### src/rtl/alu_mul_sequencer_pkg.sv
// Shared encodings for the EX-stage multiply sequencer: opcode, ALU control codes
// and the sequencer state type.
package alu_mul_sequencer_pkg;

   localparam logic [10:0] OPC_MUL = 11'h4D8;

   localparam logic [3:0] NOP     = 4'b0000;
   localparam logic [3:0] ALU_ADD = 4'b0010;

   typedef enum logic [1:0] {
      SEQ_IDLE = 2'd0,
      SEQ_RUN  = 2'd1,
      SEQ_DONE = 2'd2
   } seq_state_t;

   function automatic logic is_mul(input logic [10:0] opcode);
      return opcode == OPC_MUL;
   endfunction

   function automatic logic [3:0] alu_ctrl_for(input logic own);
      return own ? ALU_ADD : NOP;
   endfunction

endpackage

### src/rtl/alu_mul_sequencer_if.sv
// Bus between the EX stage and the multiply sequencer, including the borrowed ALU path.
interface alu_mul_sequencer_if #(parameter int WIDTH = 64);
   import alu_mul_sequencer_pkg::*;

   // Handshake: start is a level request that is accepted only on a clock edge where the
   // sequencer is IDLE and flush is low; starts at any other time are dropped, not queued.
   // done pulses for exactly one cycle when result is valid, and result then holds until
   // the next accepted start. stall is combinational so the pipeline freezes in the
   // same cycle that start is accepted.
   logic             start;
   logic             flush;
   logic [WIDTH-1:0] op_a;
   logic [WIDTH-1:0] op_b;
   logic [WIDTH-1:0] alu_result;
   logic             alu_own;
   logic [3:0]       alu_ctrl;
   logic [WIDTH-1:0] alu_in_a;
   logic [WIDTH-1:0] alu_in_b;
   logic             busy;
   logic             stall;
   logic             done;
   logic [WIDTH-1:0] result;
   seq_state_t       dbg_state;

   modport slave (
      input  start, flush, op_a, op_b, alu_result,
      output alu_own, alu_ctrl, alu_in_a, alu_in_b, busy, stall, done, result, dbg_state
   );

   modport master (
      output start, flush, op_a, op_b, alu_result,
      input  alu_own, alu_ctrl, alu_in_a, alu_in_b, busy, stall, done, result, dbg_state
   );

endinterface

### src/rtl/alu_mul_sequencer.sv
// Radix-2 shift-add multiplier that borrows the shared EX-stage ALU for its additions
// and stalls the front of the pipeline until the low half of the product is ready.
module alu_mul_sequencer
   import alu_mul_sequencer_pkg::*;
#(
   parameter int WIDTH      = 64,
   parameter bit EARLY_EXIT = 1'b1
) (
   input logic               clk,
   input logic               reset,
   alu_mul_sequencer_if.slave bus
);

   localparam int CW = $clog2(WIDTH) + 1;
   localparam logic [CW-1:0] LAST_STEP = CW'(WIDTH - 1);

   seq_state_t       state;
   logic [WIDTH-1:0] acc;
   logic [WIDTH-1:0] mcand;
   logic [WIDTH-1:0] mplier;
   logic [WIDTH-1:0] result;
   logic [CW-1:0]    count;

   logic is_idle;
   logic is_run;
   logic last_step;

   assign is_idle = (state == SEQ_IDLE);
   assign is_run  = (state == SEQ_RUN);

   // With early exit, stop once no set multiplier bits remain after this step.
   assign last_step = (count == LAST_STEP) ||
                      (EARLY_EXIT && ((mplier >> 1) == '0));

   always_ff @(posedge clk or posedge reset) begin
      if (reset) begin
         state  <= SEQ_IDLE;
         acc    <= '0;
         mcand  <= '0;
         mplier <= '0;
         result <= '0;
         count  <= '0;
      end else begin
         case (state)
            SEQ_IDLE: begin
               if (bus.start && !bus.flush) begin
                  acc    <= '0;
                  mcand  <= bus.op_a;
                  mplier <= bus.op_b;
                  count  <= '0;
                  if (EARLY_EXIT && (bus.op_b == '0)) begin
                     result <= '0;
                     state  <= SEQ_DONE;
                  end else begin
                     state  <= SEQ_RUN;
                  end
               end
            end
            SEQ_RUN: begin
               if (bus.flush) begin
                  state <= SEQ_IDLE;
               end else begin
                  acc    <= bus.alu_result;
                  mcand  <= mcand << 1;
                  mplier <= mplier >> 1;
                  count  <= count + CW'(1);
                  if (last_step) begin
                     result <= bus.alu_result;
                     state  <= SEQ_DONE;
                  end
               end
            end
            SEQ_DONE: state <= SEQ_IDLE;
            default:  state <= SEQ_IDLE;
         endcase
      end
   end

   // ALU-facing outputs are forced to NOP/0 whenever the pipeline owns the ALU.
   assign bus.alu_own   = is_run;
   assign bus.alu_ctrl  = alu_ctrl_for(is_run);
   assign bus.alu_in_a  = is_run ? acc : '0;
   assign bus.alu_in_b  = (is_run && mplier[0]) ? mcand : '0;
   assign bus.busy      = !is_idle;
   assign bus.done      = (state == SEQ_DONE);
   assign bus.stall     = ((bus.start && is_idle) || is_run) && !bus.flush;
   assign bus.result    = result;
   assign bus.dbg_state = state;

endmodule

### src/flat_wrapper.sv
// flat-port wrapper written by rule: the top's interface ports become plain ports
module alu_mul_sequencer_flat import alu_mul_sequencer_pkg::*;
#(
   parameter int WIDTH      = 64,
   parameter bit EARLY_EXIT = 1'b1
)
  (clk, reset, bus_start, bus_flush, bus_op_a, bus_op_b, bus_alu_result, bus_alu_own, bus_alu_ctrl, bus_alu_in_a, bus_alu_in_b, bus_busy, bus_stall, bus_done, bus_result, bus_dbg_state);
  alu_mul_sequencer_if #(.WIDTH(WIDTH)) bus_i ();
  input logic clk;
  input logic reset;
  input wire logic [$bits(bus_i.start)-1:0] bus_start;
  input wire logic [$bits(bus_i.flush)-1:0] bus_flush;
  input wire logic [$bits(bus_i.op_a)-1:0] bus_op_a;
  input wire logic [$bits(bus_i.op_b)-1:0] bus_op_b;
  input wire logic [$bits(bus_i.alu_result)-1:0] bus_alu_result;
  output wire logic [$bits(bus_i.alu_own)-1:0] bus_alu_own;
  output wire logic [$bits(bus_i.alu_ctrl)-1:0] bus_alu_ctrl;
  output wire logic [$bits(bus_i.alu_in_a)-1:0] bus_alu_in_a;
  output wire logic [$bits(bus_i.alu_in_b)-1:0] bus_alu_in_b;
  output wire logic [$bits(bus_i.busy)-1:0] bus_busy;
  output wire logic [$bits(bus_i.stall)-1:0] bus_stall;
  output wire logic [$bits(bus_i.done)-1:0] bus_done;
  output wire logic [$bits(bus_i.result)-1:0] bus_result;
  output wire logic [$bits(bus_i.dbg_state)-1:0] bus_dbg_state;
  assign bus_i.start = bus_start;
  assign bus_i.flush = bus_flush;
  assign bus_i.op_a = bus_op_a;
  assign bus_i.op_b = bus_op_b;
  assign bus_i.alu_result = bus_alu_result;
  assign bus_alu_own = bus_i.alu_own;
  assign bus_alu_ctrl = bus_i.alu_ctrl;
  assign bus_alu_in_a = bus_i.alu_in_a;
  assign bus_alu_in_b = bus_i.alu_in_b;
  assign bus_busy = bus_i.busy;
  assign bus_stall = bus_i.stall;
  assign bus_done = bus_i.done;
  assign bus_result = bus_i.result;
  assign bus_dbg_state = bus_i.dbg_state;
  alu_mul_sequencer #(.WIDTH(WIDTH), .EARLY_EXIT(EARLY_EXIT)) u_core (.clk(clk), .reset(reset), .bus(bus_i));
endmodule
### config.mk
export PLATFORM = sky130hd
export DESIGN_NAME = alu_mul_sequencer_flat
export DESIGN_NICKNAME = d
export VERILOG_FILES = /design/src/rtl/alu_mul_sequencer_pkg.sv /design/src/rtl/alu_mul_sequencer_if.sv /design/src/rtl/alu_mul_sequencer.sv /design/src/flat_wrapper.sv
export SDC_FILE = /design/constraint.sdc
export NUM_CORES = 1
export LEC_CHECK = 0
export CAP_MARGIN = 30
export CORE_ASPECT_RATIO = 1.5
export CORE_UTILIZATION = 48
export DETAILED_ROUTE_END_ITERATION = 8
export GPL_TIMING_DRIVEN = 0
export PLACE_DENSITY = 0.82
export REMOVE_ABC_BUFFERS = 1
export SYNTH_ARGS = -nofsm -noshare
export SYNTH_HDL_FRONTEND = slang
export SYNTH_SLANG_ARGS = --single-unit
export TNS_END_PERCENT = 1
### constraint.sdc
create_clock -name clk -period 10.6 [get_ports clk]
set_clock_uncertainty 0.1 [all_clocks]
set_input_delay 1.59 -clock clk [delete_from_list [all_inputs] [get_ports clk]]
set_output_delay 1.59 -clock clk [all_outputs]
set_load 0.02 [all_outputs]
; Word-level counts from Yosys, hierarchy flattened
; Index checks and enable logic that the tools add are counted.
[totals]
ff_bits = 265
in_bits = 196
wordCells = 55
[classes]
n_addsub = 1
n_eq_ne = 8
muxes = 25
reduce_logical = 15
[ops]
columns = cell, count
row1 = 64-bit 2-to-1 mux, 12
row2 = 64-bit one-hot mux with 2 select lines, 4
row3 = 64-bit zero test, 2
row4 = 7-bit 2-to-1 mux, 2
row5 = 7-bit one-hot mux with 2 select lines, 1
row6 = 2-bit 2-to-1 mux, 5
row7 = "2-bit inequality test, second input constant", 4
row8 = "7-bit by 1-bit adder with 7-bit output, second input constant", 1
row9 = "7-bit by 6-bit == test with 1-bit output, second input constant", 1
row10 = 5-bit AND reduction, 1
row11 = 1-bit logical AND, 4
row12 = 2-bit one-hot mux with 2 select lines, 1
row13 = "3-bit inequality test, second input constant", 1
row14 = 3-bit AND reduction, 1
row15 = "2-bit by 1-bit == test with 1-bit output, second input constant", 1
row16 = "2-bit == test, second input constant", 1
row17 = 1-bit zero test, 2
row18 = 2-bit zero test, 1
row19 = 1-bit logical OR, 2
row20 = 2-bit AND reduction, 1
row21 = 2-bit nonzero test, 1

; Longest topological paths before layout
; Gate-level depths: netlist (run 1).
[depth]
depth_word = 5
ltp_mapped = 8

; Worst setup path before layout (run 1)
; OpenSTA, ideal clock, no wires.
[synth_timing]
kind = input to output
from = input bus_flush
to = output bus_stall
arrival_ps = 2607
t_required_ps = 8910
path_slack_ps = 6303
cell_stages = 5
n_path_buf = 3
cell_sequence = or3_1 -> clkbuf_1 -> inv_2 -> buf_2 -> buf_2
[synth_between]
elab_chain_cells = 2
[synth_lines]
columns = item, line
row1 = "start, declared", flat_wrapper.sv:12  ; input wire logic [$bits(bus_i.flush)-1:0] bus_flush;
row2 = 1-bit zero test, alu_mul_sequencer.sv:86  ; assign bus.stall = ((bus.start && is_idle) || is_run) && !bus.flush;
row3 = 1-bit logical AND, alu_mul_sequencer.sv:86
row4 = "end, declared", flat_wrapper.sv:21  ; output wire logic [$bits(bus_i.stall)-1:0] bus_stall;
; No other way between the ends.

; Worst setup path in the final report (run 1)
; Ends and elaborated chain as after synthesis.

==> results of run 1 <==
==> sequential cells by signal (all words and copies together) (netlist names) <==
register and count:
u_core.acc 64, u_core.bus.dbg_state 2, u_core.bus.result 64, u_core.count 7, u_core.mcand 64, u_core.mplier 64
==> routing by layer <==
metal  wire (um)  share of wire [%]  vias up
met2       19500                 48      492
met4        1580                3.9        8
li1            -                  -     5657
met5          58               0.14        -
met1       15200                 37     5815
met3        4310                 11       92
==> worst reg2reg max path: cells and delay by family (launching register included) <==
kind | cells | cell delay, ps
simple gates | 3 | 1390
compound gates | 1 | 90
buf+inv | 4 | 1140
flops | 1 | 460
==> metrics by stage <==
step / power [mW] / setup WS [ps] / TNS (ps) / util [%] / hold WS (ps)
2_1_floorplan: 2.10 / -36.7 / -2350 / - / 357
3_3_place_gp: 2.62 / -9500 / -2625680 / 63.1 / 382
3_5_place_dp: 2.63 / 4970 / 0 / 64.7 / 402
4_1_cts: 3.53 / 4980 / 0 / 67.7 / 439
5_1_grt: 3.69 / 4750 / 0 / 67.7 / 455
6_report: 3.51 / 4970 / 0 / 67.7 / 434
==> cells by family after synthesis <==
kind of cell	count (synthesis)
AND/OR/NAND/NOR	705
AO/OA/AOI/OAI	261
buffers and inverters	254
other	1
multiplexers	1
flip-flops	265
XOR/XNOR	4
adder cells (fa/ha/maj)	1
==> final timing paths <==
| kind | to | slack [ps] | start | cells after the start |
|---|---|---|---|---|
| setup / recovery | bus_stall | 4970 | bus_flush | 4 |
| hold / removal | u_core.count[4]$_DFFE_PP0P_ | 430 | u_core.count[4]$_DFFE_PP0P_ | 1 |
| setup reg to reg | u_core.bus.result[0]$_DFFE_PP0P_ | 7350 | u_core.bus.dbg_state[1]$_DFFE_PP0P_ | 8 |
| hold reg to reg | u_core.count[4]$_DFFE_PP0P_ | 430 | u_core.count[4]$_DFFE_PP0P_ | 1 |
| max in group asynchronous | u_core.mplier[0]$_DFFE_PP0P_ | 8220 | reset | 3 |
| min in group asynchronous | u_core.bus.result[50]$_DFFE_PP0P_ | 1280 | reset | 2 |
==> power by group through the flow <==
stage | logic [mW] | clock network (mW) | registers (mW)
6_report | 1.15 | 0.887 | 1.47
5_1_grt | 1.24 | 0.944 | 1.50
4_1_cts | 1.16 | 0.905 | 1.47
3_5_place_dp | 1.15 | 0 | 1.48
3_3_place_gp | 1.15 | 0 | 1.47
2_1_floorplan | 0.547 | 0 | 1.56
==> area by class of cell <==
class | instances | area (um^2)
Sequential cell | 265 | 6630
Fill cell | 2053 | 8590
Timing Repair Buffer | 414 | 4320
Inverter | 131 | 512
Multi-Input combinational cell | 975 | 5310
Tap cell | 337 | 422
Antenna cell | 1 | 2.50
Clock buffer | 35 | 723
Clock inverter | 8 | 67.6
==> cell usage after synthesis, drive strengths merged <==
cell and count:
a2bb2oi 1, conb 1, or3 1, o31ai 1, a22o 2, nand2b 1, mux2 1, or2 1
nand4 10, nand3 65, nor2 200, a31oi 126, dfrtp 265, a211oi 1, and3 66, xor2 4
o21ai 65, o21a 1, and4b 1, clkbuf 69, o221ai 64, nor2b 1, or4 1, nor4 34
buf 54, ha 1, nand2 322, nor3 1, inv 131, or3b 1
==> results summary, run 1 <==
The number of max-capacitance violations reported came out at 0. The number of instances resized during post-cts repair came out at 0. The detailed-route vias per instance came out at 5.57. The largest individual stage delay along the critical path comes from the cell clkdlybuf4s50_1.

The net load switching power came out at 1.20 mW. The number of port buffers came out at 394. The die width came out at 136 um.

The area overhead of the layout relative to synthesis is 38.6%. Of the total power, the share spent switching nets is 34.3%. Of the post-synthesis cell area, the part taken by muxes is 0.0868%. Global routing finished with a remaining overflow of 0. After Yosys synthesis, full adders, half adders and majority gates account for 0.0964% of the synthesized area. The via count of the first global-routing pass came out at 11,900. IR analysis of the VDD net gives a maximum drop of 0.161 mV.

The final weighted congestion in routability-driven placement came out at 0.822. Setup violations remaining at the end of the flow were counted as 0. After the first detailed-routing iteration, the DRC count stood at 788. The kind of end point of the critical path is an output port. The final count of hold timing violations came out at 0. The flow ran to the end, and the final reports show no timing, DRC or antenna violations. The synthesized instance count is 1,492. The area of the mapped netlist came out at 13,000 um^2. The library cells used most frequently in the layout, excluding fill and tap cells, are clkdlybuf4s50_1, nand2_1, dfrtp_1. After global routing, the most crowded layer is met2.

The synthesis-stage register bit count is 265. The number of library cell types mapped by synthesis came out at 36. The post-synthesis share of cell area spent on xor and xnor gates came out at 0.270%. The count of pins over their slew limit came to 0. Sorting the synthesized cells by area gives the leading types as dfrtp_1, nand2_1, a31oi_1.

The core footprint came out at 26,600 um^2. The pin count of the biggest net entering global routing is 205. The count of synthesis-stage warnings from yosys is 0. Counting stages on the worst path, the most repeated cell is clkdlybuf4s50_1. The TritonCTS buffer count came out at 25. The simple logic cell fraction of the synthesized area is 24.9%. The maximum fanout along the worst path came out at 121.

Headroom to the max-slew limit came out at 35.8%. The slew of the pin with the lowest slew margin came out at 960 ps. The proportion of synthesized chip area in sequential cells is 51.1%. The total buffers and inverters traversed by the critical path is 3.

The die footprint is 27,700 um^2. In the global route stage, met3 resource usage came out at 10.1%. The critical path required time is 8910 ps.

The internal power summed over all cells came out at 2.31 mW. TritonCTS built the clock tree. The per-cell routed wire length came out at 18.7 um. The wire length after detailed routing is 40,600 um.

After routing the design area is 18,000 um^2. The height of the die is 203 um. The fraction of power consumed by the clock network came out at 25.3%. For this configuration, the core starts out at a cell density of 48.8%. The estimated wirelength of the detail-placed design came out at 27,700 um. The number of hold buffers added after cts came out at 0. Setup repair after global routing left no endpoint under its margin.

Clock tree synthesis selected as its root buffer the cell clkbuf_16. CTS built an H-tree with a depth of 1. The part of the power in combinational logic is 32.8%. The share of cells above drive strength 1 came out at 8.32%. The number of antenna violations at the first check in global routing came out at 5. The total iterations of the first detailed-routing run is 5. The worst-case clock buffer depth is 3. The highest achievable clock rate came out at 178 MHz. The highest cell delay on the worst timing path is 730 ps. The post-placement cell area is 17,200 um^2. The final routed DRC violation total came out at 0. The non-filler instance count after layout came out at 2,166.

The critical path's top delay family is buffers and inverters. The data arrival time of the critical path came out at 3940 ps. The global-route wire length before repair is 63,500 um. The sequential power share came out at 41.9%.

The overall track demand over capacity in global routing came out at 29.3%. The final clock period utilization by the worst path came out at 53.1%. Of all cell types, the one taking the most synthesized area is dfrtp_1. For this run, global-route usage on met2 was measured as 48.7%. The leading cell type in the layout, fill and taps excluded is clkdlybuf4s50_1. The fraction of met1 tracks used by global routing came out at 33.9%. The number of nets in the layout is 2,009. The tightest min-delay check is of the reg2reg type.

The count of buffers added by post-CTS timing repair for setup came out at 0. The clock input transition at the sequential cells of the worst setup and hold paths came out at 60 ps. The total placed cells including tap cells is 2,122.

The synthesized design devotes to its leading area cell type 51.1% of total area. The vias after detailed routing came out at 12,100. The synthesized netlist devotes 15.2% of its cell area to compound gates. By area, the combinational part of the netlist is dominated by simple AND/OR/NAND/NOR gates. The clock period minus final worst setup slack came out at 5630 ps. The areal power density over the cells is 195 nW/um^2.

The kind of launch point of the worst setup path is an input port. By startpoint and endpoint, the worst setup path is classified as in2out. The cell row count came out at 73. Traced cell by cell, the critical path runs through clkdlybuf4s50_1, or3_1, inv_8, clkdlybuf4s50_1. After synthesis, the mean cell area works out to 8.70 um^2. Once detail routing completed, the nets flagged for antenna violations numbered 0. The total I/O pin count is 398. The analysis attributes to cell leakage a power of 7.69 nW. The source-to-sink clock delay at the later pin of the worst-skew pair is 530 ps. The clock sink count came out at 265.
No activity file was read; power rests on OpenSTA's default activity.
==> run 2: changes to the inputs <==
Settings changed: CORE_UTILIZATION 48 to 43, PLACE_DENSITY 0.82 to 0.77.
Clock period 10.6 ns to 4.6 ns, I/O delays scaled along.
==> run 2 against run 1 <==
Via count fell by 0.56%. Power rose by 140%. Sequential share of layout area fell by 0.60 points. Highest routed layer unchanged. Count of clock-buffer cells in the layout fell by 2.
==> results summary, run 2 (same netlist as run 1, synthesis figures left out) <==
The number of nets in the layout is 2,012 (was 2,009). The total iterations of the first detailed-routing run is 5 (unchanged). The share of cells above drive strength 1 is 8.78% (was 8.32%). The area of the multi-input gates came out at 5310 um^2 (unchanged).

The kind of end point of the critical path was an output port (unchanged). The height of the die came out at 215 um (was 203 um). The number of port buffers is 394 (unchanged).

The worst slack at placement came out at 111 ps (was 4970 ps). The number of nets with antenna violations after routing was 0 (unchanged). The number of design-rule violations left by the first detailed-router iteration is 627 (was 788). The TritonCTS buffer count came to 27 (was 25). The via count of the first global-routing pass is 12,000 (was 11,900). The clock sink count came out at 265 (unchanged). The worst hold slack came out at 371 ps (was 434 ps). The maximum fanout along the worst path came out at 101 (was 121). The slew of the pin with the lowest slew margin is 956 ps (was 960 ps). The slowest stage cell on the critical path is clkdlybuf4s50_1 (unchanged). The TritonCTS clock tree was yes (unchanged).

Result of the run: complete, no violations (unchanged). The worst-case vdd ir drop came out at 0.401 mV (was 0.161 mV). The number of filler cells placed in the layout is 2,463 (was 2,053). Derived from the worst setup path, the maximum achievable clock frequency is 226 MHz. The number of hold buffers added after cts came out at 0 (unchanged). The count of pins over their slew limit is 0 (unchanged). The relative slew slack is 36.3% (was 35.8%). The number of endpoints failing setup at the final stage came out at 0 (unchanged). The highest cell delay on the worst timing path came out at 620 ps (was 730 ps). The overall overflow remaining after global route is 0 (unchanged).

The clock tree root driver cell is clkbuf_16 (unchanged). The critical path's top delay family was buffers and inverters (unchanged). The type of the most critical hold path is in2async (was reg2reg). The final clock period utilization by the worst path is 96.3%. The kind of critical path is reg2out (was in2out). The final count of hold timing violations is 0 (unchanged). The clock input transition at the sequential cells of the worst setup and hold paths is 60 ps (about the same). The static leakage came out at 7.80 nW (was 7.69 nW). The die width was 144 um (was 136 um). The final critical-path setup slack is 169 ps (was 4970 ps). The initial cell density of the core came out at 43.9% (was 48.8%). The area overhead of the layout relative to synthesis is 40.9% (was 38.6%).

The estimated wirelength of the detail-placed design is 26,300 um (was 27,700 um). The sequential cell area is 6630 um^2 (unchanged). The per-cell routed wire length is 17.6 um (was 18.7 um). The cell row count came out at 77 (was 73). The number of H-tree levels came out at 1 (unchanged). The critical path's most frequent cell is buf_16 (was clkdlybuf4s50_1).

The vias after detailed routing is 12,000 (was 12,100). Setup repair after global routing missed its margin: true (was false). The leading cell type in the layout, fill and taps excluded is clkdlybuf4s50_1 (unchanged). The number of cells on the worst reg-to-reg path is 11 (was 8).

The final routed DRC violation total is 0 (unchanged). Commonest cells after routing, fill and taps aside: clkdlybuf4s50_1, nand2_1, dfrtp_1 (unchanged). The total chip power is 8.51 mW (was 3.51 mW). The kind of launch point of the worst setup path was a register (was input port). The critical path required time is 3810 ps (was 8910 ps).

The areal power density over the cells is 465 nW/um^2 (was 195 nW/um^2). The die footprint came out at 30,900 um^2 (was 27,700 um^2). The data arrival time of the critical path is 3640 ps (was 3940 ps). Chain of cells forming the critical path: nand2b_4, buf_16, inv_8, buf_16, and3_1, clkdlybuf4s50_1 (was clkdlybuf4s50_1, or3_1, inv_8, clkdlybuf4s50_1). The number of antenna violations at the first check in global routing came out at 2 (was 5). The core footprint came out at 29,600 um^2 (was 26,600 um^2). The detailed-route vias per instance is 5.38 (was 5.57). The total I/O pin count is 398 (unchanged). The number of max-capacitance violations reported came out at 0 (unchanged). The worst-case clock buffer depth came out at 3 (unchanged). The overall track demand over capacity in global routing came out at 25.5% (was 29.3%). The wire length after detailed routing came out at 39,300 um (was 40,600 um).

The global-route wire length before repair came to 62,900 um (was 63,500 um). The total buffers and inverters traversed by the critical path is 4 (was 3). The source-to-sink clock delay at the later pin of the worst-skew pair is 540 ps (was 530 ps). The pin count of the biggest net entering global routing came out at 201 (was 205). The final weighted congestion in routability-driven placement is 0.836 (was 0.822). The path length in cells of the critical path came out at 6 (was 4).

The clock period minus final worst setup slack came out at 4430 ps.
[run 2: cell types whose count changed in the layout (fill, tap and decap cells not counted), sizes merged]
cell / before / now
clkbuf: 35 / 33
clkinv: 6 / 8
buf: 20 / 21
inv: 131 / 130
bufinv: 1 / 7
[run 2: layout make-up]
class	instances	share of cell area (%)
Clock inverter	15	1.42
Sequential cell	265	36.3
Antenna cell	1	0.0137
Clock buffer	33	4.09
Multi-Input combinational cell	975	29.1
Timing Repair Buffer	415	23.6
Tap cell	395	2.70
Inverter	131	2.84
[run 2: through the flow]
step | cells | setup TNS (ps) | util [%] | cell area (um^2)
floorplan | 1371 | -2443010 | - | 12400
global placement | 2160 | -6108170 | 56.9 | 16800
detailed placement | 2181 | 0 | 58.4 | 17300
CTS | 2229 | 0 | 61.8 | 18300
global route | 2229 | -82.1 | 61.8 | 18300
finish | 2230 | 0 | 61.8 | 18300
[run 2: per-layer routing]
layer	global-route usage, %	part of all wire [%]	vias up
met5	0	0.043	-
met4	9.11	3.4	2
met3	7.00	9.3	80
met2	43.2	48	430
met1	30.6	39	5811
li1	-	-	5674
[run 2: path summary, 6_finish.rpt]
check	from	to	slack [ps]
min	reset	u_core.mcand[37]$_DFFE_PP0P_	370
min reg2reg	u_core.count[1]$_DFFE_PP0P_	u_core.count[1]$_DFFE_PP0P_	400
max in group asynchronous	reset	u_core.mcand[2]$_DFFE_PP0P_	3160
max	u_core.bus.dbg_state[1]$_DFFE_PP0P_	bus_alu_in_b[28]	170
min in group clk	u_core.count[1]$_DFFE_PP0P_	u_core.count[1]$_DFFE_PP0P_	400
max reg2reg	u_core.bus.dbg_state[1]$_DFFE_PP0P_	u_core.bus.result[7]$_DFFE_PP0P_	1150
[run 2: power breakdown]
| group | switching, mW | internal (mW) |
|---|---|---|
| combinational | 1.36 | 1.27 |
| sequential | 0.487 | 2.90 |
| clock | 0.953 | 1.54 |
[run 2: timing repair]
| item | CTS | global route |
|---|---|---|
| setup endpoints to repair | 0 | 38 |
| resized for setup | 0 | 2 |
| setup buffers | 0 | 0 |
==> RTL edit 1 (flow settings as in run 2) <==
`WIDTH` is set to 64 in 3 places; all go to 32.
--- a/src/rtl/alu_mul_sequencer_if.sv
+++ b/src/rtl/alu_mul_sequencer_if.sv
@@ -1,5 +1,5 @@
 // Bus between the EX stage and the multiply sequencer, including the borrowed ALU path.
-interface alu_mul_sequencer_if #(parameter int WIDTH = 64);
+interface alu_mul_sequencer_if #(parameter int WIDTH = 32);
    import alu_mul_sequencer_pkg::*;
 
    // Handshake: start is a level request that is accepted only on a clock edge where the
--- a/src/rtl/alu_mul_sequencer.sv
+++ b/src/rtl/alu_mul_sequencer.sv
@@ -3,7 +3,7 @@
 module alu_mul_sequencer
    import alu_mul_sequencer_pkg::*;
 #(
-   parameter int WIDTH      = 64,
+   parameter int WIDTH      = 32,
    parameter bit EARLY_EXIT = 1'b1
 ) (
    input logic               clk,
--- a/src/flat_wrapper.sv
+++ b/src/flat_wrapper.sv
@@ -1,7 +1,7 @@
 // flat-port wrapper written by rule: the top's interface ports become plain ports
 module alu_mul_sequencer_flat import alu_mul_sequencer_pkg::*;
 #(
-   parameter int WIDTH      = 64,
+   parameter int WIDTH      = 32,
    parameter bit EARLY_EXIT = 1'b1
 )
   (clk, reset, bus_start, bus_flush, bus_op_a, bus_op_b, bus_alu_result, bus_alu_own, bus_alu_ctrl, bus_alu_in_a, bus_alu_in_b, bus_busy, bus_stall, bus_done, bus_result, bus_dbg_state);
Interface: changed (6 resized); port bits go from 398 to 206. No check against the original RTL was run, so the function may have changed too.
==> RTL edit 1 against run 2 <==
Setup slack improved by 0.31 ns; final area shrank 49%; hold slack lost 0.0065 ns; routed wire length down 57%; die area is 50% lower; via count is 56% lower; global-route usage decreased by 2.8 points; sequential cell count is 129 lower; power is 54% lower; critical path depth increased by 1; synthesized area down 51%.
==> RTL edit 1: results (changes against run 2) <==
\begin{tabular}{lr}
\hline
Metric & Value \\
\hline
\multicolumn{2}{l}{\textbf{Power}} \\
Static Leakage & 0.00443 uW (was 0.00780 uW) \\
\multicolumn{2}{l}{\textbf{Critical path}} \\
Worst reg2reg path depth & 7 (was 11) \\
Worst r2r dst & u\_core.bus.result[4] (was u\_core.bus.result[7]) \\
Flop2flop setup slack & 1.19 ns (was 1.15 ns) \\
Crit-path max FO & 38 (was 101) \\
Arrival time at the worst endpoint & 3.33 ns (was 3.64 ns) \\
\multicolumn{2}{l}{\textbf{Final layout}} \\
Layout net count & 883 (was 2,012) \\
Total inserted antenna cells & 0 (was 1) \\
Layout filler cell count & 1,163 (was 2,463) \\
Ratio of cells with drive above 1 in the final layout & 5.80\% (was 8.78\%) \\
\multicolumn{2}{l}{\textbf{Logic synthesis}} \\
Synth cell types & 32 (was 36) \\
Top cells by area, synth & sky130\_fd\_sc\_hd\_\_dfrtp\_1, sky130\_fd\_sc\_hd\_\_mux2i\_1, sky130\_fd\_sc\_hd\_\_and3\_1 (was sky130\_fd\_sc\_hd\_\_dfrtp\_1, sky130\_fd\_sc\_hd\_\_nand2\_1, sky130\_fd\_sc\_hd\_\_a31oi\_1) \\
Commonest cells in the synthesized netlist & sky130\_fd\_sc\_hd\_\_dfrtp\_1, sky130\_fd\_sc\_hd\_\_nand2\_1, sky130\_fd\_sc\_hd\_\_o21ai\_0 (was sky130\_fd\_sc\_hd\_\_nand2\_1, sky130\_fd\_sc\_hd\_\_dfrtp\_1, sky130\_fd\_sc\_hd\_\_nor2\_1) \\
\multicolumn{2}{l}{\textbf{Global routing}} \\
Via count of the first global-routing pass & 5,312 (was 12,000) \\
Antenna violations before repair & 0 (was 2) \\
Total GRT Usage & 22.7\% (was 25.5\%) \\
\multicolumn{2}{l}{\textbf{Routing}} \\
Drt total wl & 17.0 mm (was 39.3 mm) \\
Routed via count divided by cell count & 5.37 (was 5.38) \\
\multicolumn{2}{l}{\textbf{Min path}} \\
Hold/Removal Path Class & flip-flop to flip-flop (was input port to asynchronous set/reset pin) \\
\multicolumn{2}{l}{\textbf{Clocking}} \\
Number of buffers inserted during clock tree synthesis & 17 (was 27) \\
Maximum clock insertion buffer count & 2 (was 3) \\
Clock latency on the worst-skew pair & 0.41 ns (was 0.54 ns) \\
\multicolumn{2}{l}{\textbf{Timing}} \\
Actual slew at the worst max-slew pin & 0.908 ns (was 0.956 ns) \\
\multicolumn{2}{l}{\textbf{Placement}} \\
Post-DP HPWL & 12.0 mm (was 26.3 mm) \\
Number of buffer cells added on primary ports & 202 (was 394) \\
\multicolumn{2}{l}{\textbf{Outcome}} \\
Run status & finished, final reports clean (unchanged) \\
\hline
\end{tabular}
-- RTL edit 1: power by group --
| part | switching, uW | internal, uW | total [uW] |
|---|---|---|---|
| registers | 173 | 1420 | 1590 |
| logic | 434 | 445 | 879 |
| clock network | 513 | 932 | 1450 |
-- RTL edit 1: worst max-delay path by stage --
stage / start / endpoint / cells after the start / slack, ns
floorplan: u_core.bus.dbg_state[0] / u_core.bus.result[13] / 4 / -4.60
detailed placement: bus_flush / bus_stall / 7 / 0.49
finish: bus_flush / bus_stall / 7 / 0.48
CTS: bus_flush / bus_stall / 7 / 0.50
global route: bus_flush / bus_stall / 7 / 0.35
global placement: u_core.bus.dbg_state[0] / u_core.bus.result[26] / 4 / -6.88
-- RTL edit 1: area by class of cell --
class | count | area (um2) | area share, %
clock buffer | 19 | 453 | 4.90
inverter | 5 | 23.8 | 0.257
multi-input combinational | 410 | 2680 | 29.0
timing repair buffer | 212 | 2260 | 24.5
sequential | 136 | 3400 | 36.9
clock inverter | 11 | 173 | 1.87
tap | 196 | 245 | 2.66
-- RTL edit 1: through the flow --
stage / hold slack (ns) / TNS [ns] / cells / area, um2
6_report: 0.365 / 0 / 989 / 9240
2_1_floorplan: 0.341 / -754.99 / 551 / 6080
3_5_place_dp: 0.358 / 0 / 959 / 8610
3_3_place_gp: 0.351 / -1387.20 / 949 / 8350
4_1_cts: 0.370 / 0 / 989 / 9240
5_1_grt: 0.384 / 0 / 989 / 9240
-- RTL edit 1: routing by layer --
layer	global-route usage, %	up-vias	part of all wire, %
met4	9.86	0	3.0
met2	40.4	155	53
met5	0	-	0
met3	4.06	35	3.6
li1	-	2495	-
met1	26.5	2625	40
-- RTL edit 1: critical path, stage by stage --
cell	delay [ns]
sky130_fd_sc_hd__clkdlybuf4s50_1	0.45
sky130_fd_sc_hd__nor2_1	0.30
sky130_fd_sc_hd__o21ai_4	0.25
sky130_fd_sc_hd__buf_16	0.24
sky130_fd_sc_hd__buf_16	0.17
sky130_fd_sc_hd__inv_2	0.48
sky130_fd_sc_hd__clkdlybuf4s50_1	0.73
-- RTL edit 1: kinds of logic after synthesis --
kind of cell | count (synthesis) | share of synthesized area [%]
buffers and inverters | 59 | 4.85
adders and majority gates | 1 | 0.196
DFF | 136 | 53.4
muxes | 62 | 9.75
other | 1 | 0.0589
AOI/OAI and AO/OA | 140 | 14.7
and+or+nand+nor | 204 | 17.0
==> RTL edit 2 (settings of run 2) <==
Without the edit above. Compare `count` against `LAST_STEP` with >= in place of ==.
--- a/src/rtl/alu_mul_sequencer.sv
+++ b/src/rtl/alu_mul_sequencer.sv
@@ -29,7 +29,7 @@
    assign is_run  = (state == SEQ_RUN);
 
    // With early exit, stop once no set multiplier bits remain after this step.
-   assign last_step = (count == LAST_STEP) ||
+   assign last_step = (count >= LAST_STEP) ||
                       (EARLY_EXIT && ((mplier >> 1) == '0));
 
    always_ff @(posedge clk or posedge reset) begin
Formal check against the unedited RTL: same outputs for any inputs over 4 cycles, from zero or initial values and one cycle with reset high; that may be too few to reach the edited logic, so the function may still have changed.
==> RTL edit 2 against run 2 <==
Core utilization increased by 0.67 points; sequential cell count unchanged; register-to-register slack worse by 0.03 ns; routed wire length fell by 6.0%; setup slack improved by 0.15 ns; synthesized area fell by 8.8%; global-route usage grew 0.43 points; power down 20%; final area is 7.3% lower.
==> RTL edit 2: results (changes against run 2) <==
\begin{tabular}{lr}
\hline
Metric & Value \\
\hline
\multicolumn{2}{l}{\textbf{Logic synthesis}} \\
Commonest cells in the synthesized netlist & sky130\_fd\_sc\_hd\_\_dfrtp\_1, sky130\_fd\_sc\_hd\_\_nand2\_1, sky130\_fd\_sc\_hd\_\_nor2\_1 (was sky130\_fd\_sc\_hd\_\_nand2\_1, sky130\_fd\_sc\_hd\_\_dfrtp\_1, sky130\_fd\_sc\_hd\_\_nor2\_1) \\
Top cells by area, synth & sky130\_fd\_sc\_hd\_\_dfrtp\_1, sky130\_fd\_sc\_hd\_\_a22o\_1, sky130\_fd\_sc\_hd\_\_nand2\_1 (was sky130\_fd\_sc\_hd\_\_dfrtp\_1, sky130\_fd\_sc\_hd\_\_nand2\_1, sky130\_fd\_sc\_hd\_\_a31oi\_1) \\
Number of warning messages in the yosys log & 0 (unchanged) \\
Part of the Yosys area used for sequential elements & 56.1\% (was 51.1\%) \\
Synth cell types & 31 (was 36) \\
Cells after synthesis & 1,225 (was 1,492) \\
\multicolumn{2}{l}{\textbf{Placement}} \\
RD Place Congestion & 0.791 (was 0.836) \\
Total placed instance area & 16,000 um2 (was 17,300 um2) \\
Worst slack after detailed placement & 0.800 ns (was 0.111 ns) \\
Post-DP HPWL & 24.9 mm (was 26.3 mm) \\
Number of buffer cells added on primary ports & 394 (unchanged) \\
\multicolumn{2}{l}{\textbf{Global routing}} \\
Total GRT Usage & 25.9\% (was 25.5\%) \\
Via count of the first global-routing pass & 10,300 (was 12,000) \\
Antenna violations before repair & 1 (was 2) \\
Largest net degree at the start of global routing & 199 (was 201) \\
First-pass GRT wire length & 56.6 mm (was 62.9 mm) \\
\multicolumn{2}{l}{\textbf{Critical path}} \\
Arrival time at the worst endpoint & 3.50 ns (was 3.64 ns) \\
Crit-path max FO & 145 (was 101) \\
Slowest stage delay, CP & 0.64 ns (was 0.62 ns) \\
\multicolumn{2}{l}{\textbf{Power}} \\
Net switching power of the design & 2010 uW (was 2800 uW) \\
Worst IR Drop VDD & 0.319 mV (was 0.401 mV) \\
Static Leakage & 0.00742 uW (was 0.00780 uW) \\
\multicolumn{2}{l}{\textbf{Timing}} \\
Actual slew at the worst max-slew pin & 0.905 ns (was 0.956 ns) \\
\multicolumn{2}{l}{\textbf{Routing}} \\
Routed via count & 10,600 (was 12,000) \\
DRC marker count from the first detailed-route iteration & 607 (was 627) \\
WL per Instance & 19.3 um (was 17.6 um) \\
\multicolumn{2}{l}{\textbf{Min path}} \\
Hold/Removal Path Class & flip-flop to flip-flop (was input port to asynchronous set/reset pin) \\
\multicolumn{2}{l}{\textbf{Final layout}} \\
Ratio of cells with drive above 1 in the final layout & 4.46\% (was 8.78\%) \\
Layout net count & 1,748 (was 2,012) \\
Cell Count, Final, Fillers Out & 1,913 (was 2,230) \\
\multicolumn{2}{l}{\textbf{Outcome}} \\
Run status & finished, final reports clean (unchanged) \\
\hline
\end{tabular}
-- RTL edit 2: cell types whose count changed after synthesis, moves of 61 or more --
cell                      before  now
sky130_fd_sc_hd__and2_1        0   64
sky130_fd_sc_hd__a22o_1        2  130
sky130_fd_sc_hd__nand2_1     322  260
sky130_fd_sc_hd__nor2_1      200  133
sky130_fd_sc_hd__inv_1       130    4
sky130_fd_sc_hd__o21ai_0      65    4
-- RTL edit 2: path summary, 6_finish.rpt --
path | startpoint | end | slack, ns | cells past startpoint
max | u_core.bus.dbg_state[0] | bus_alu_in_b[32] | 0.31 | 5
min reg2reg | u_core.acc[47] | u_core.acc[47] | 0.40 | 1
min | u_core.acc[47] | u_core.acc[47] | 0.40 | 1
max in group asynchronous | reset | u_core.mplier[0] | 2.99 | 3
max reg2reg | u_core.bus.dbg_state[0] | u_core.bus.result[51] | 1.12 | 7
min in group asynchronous | reset | u_core.acc[51] | 0.46 | 2
-- RTL edit 2: logic make-up (layout without fill, tap and decap cells) --
group                      count (synthesis)  count (layout)  synth area share, %
adders and majority gates                  1               1                0.106
and+or+nand+nor                          577             577                 22.3
AOI/OAI and AO/OA                        265             265                 16.7
buffers and inverters                    112             455                 4.47
xor gates and xnor gates                   4               4                0.296
DFF                                      265             265                 56.1
other                                      1               4               0.0317
-- RTL edit 2: worst max-delay path, delay by kind of cell, from the launching register on --
| kind | cells | cell delay (ns) |
|---|---|---|
| simple gates | 2 | 0.67 |
| buf+inv | 3 | 1.64 |
| flops | 1 | 0.48 |
-- RTL edit 2: layout make-up --
| type | instances | area (um2) |
|---|---|---|
| Inverter | 4 | 37.5 |
| Antenna cell | 1 | 2.50 |
| Tap cell | 342 | 428 |
| Fill cell | 2212 | 10200 |
| Sequential cell | 265 | 6630 |
| Clock inverter | 18 | 262 |
| Timing Repair Buffer | 403 | 4170 |
| Clock buffer | 30 | 707 |
| Multi-Input combinational cell | 850 | 4720 |
-- RTL edit 2: power groups by stage --
stage          sequential, uW  clock, uW  combinational, uW
2_1_floorplan            2930          0                858
3_3_place_gp             3020          0               1400
3_5_place_dp             3030          0               1400
4_1_cts                  3000       2460               1410
5_1_grt                  3050       2540               1550
6_report                 3000       2400               1400
-- RTL edit 2: layer usage --
layer / GRT usage (%) / up-vias / routed length, um
met1: 31.9 / 5124 / 14500
li1: - / 4952 / -
met3: 7.65 / 56 / 3700
met5: 0 / - / 0
met2: 43.5 / 457 / 17900
met4: 7.69 / 0 / 881
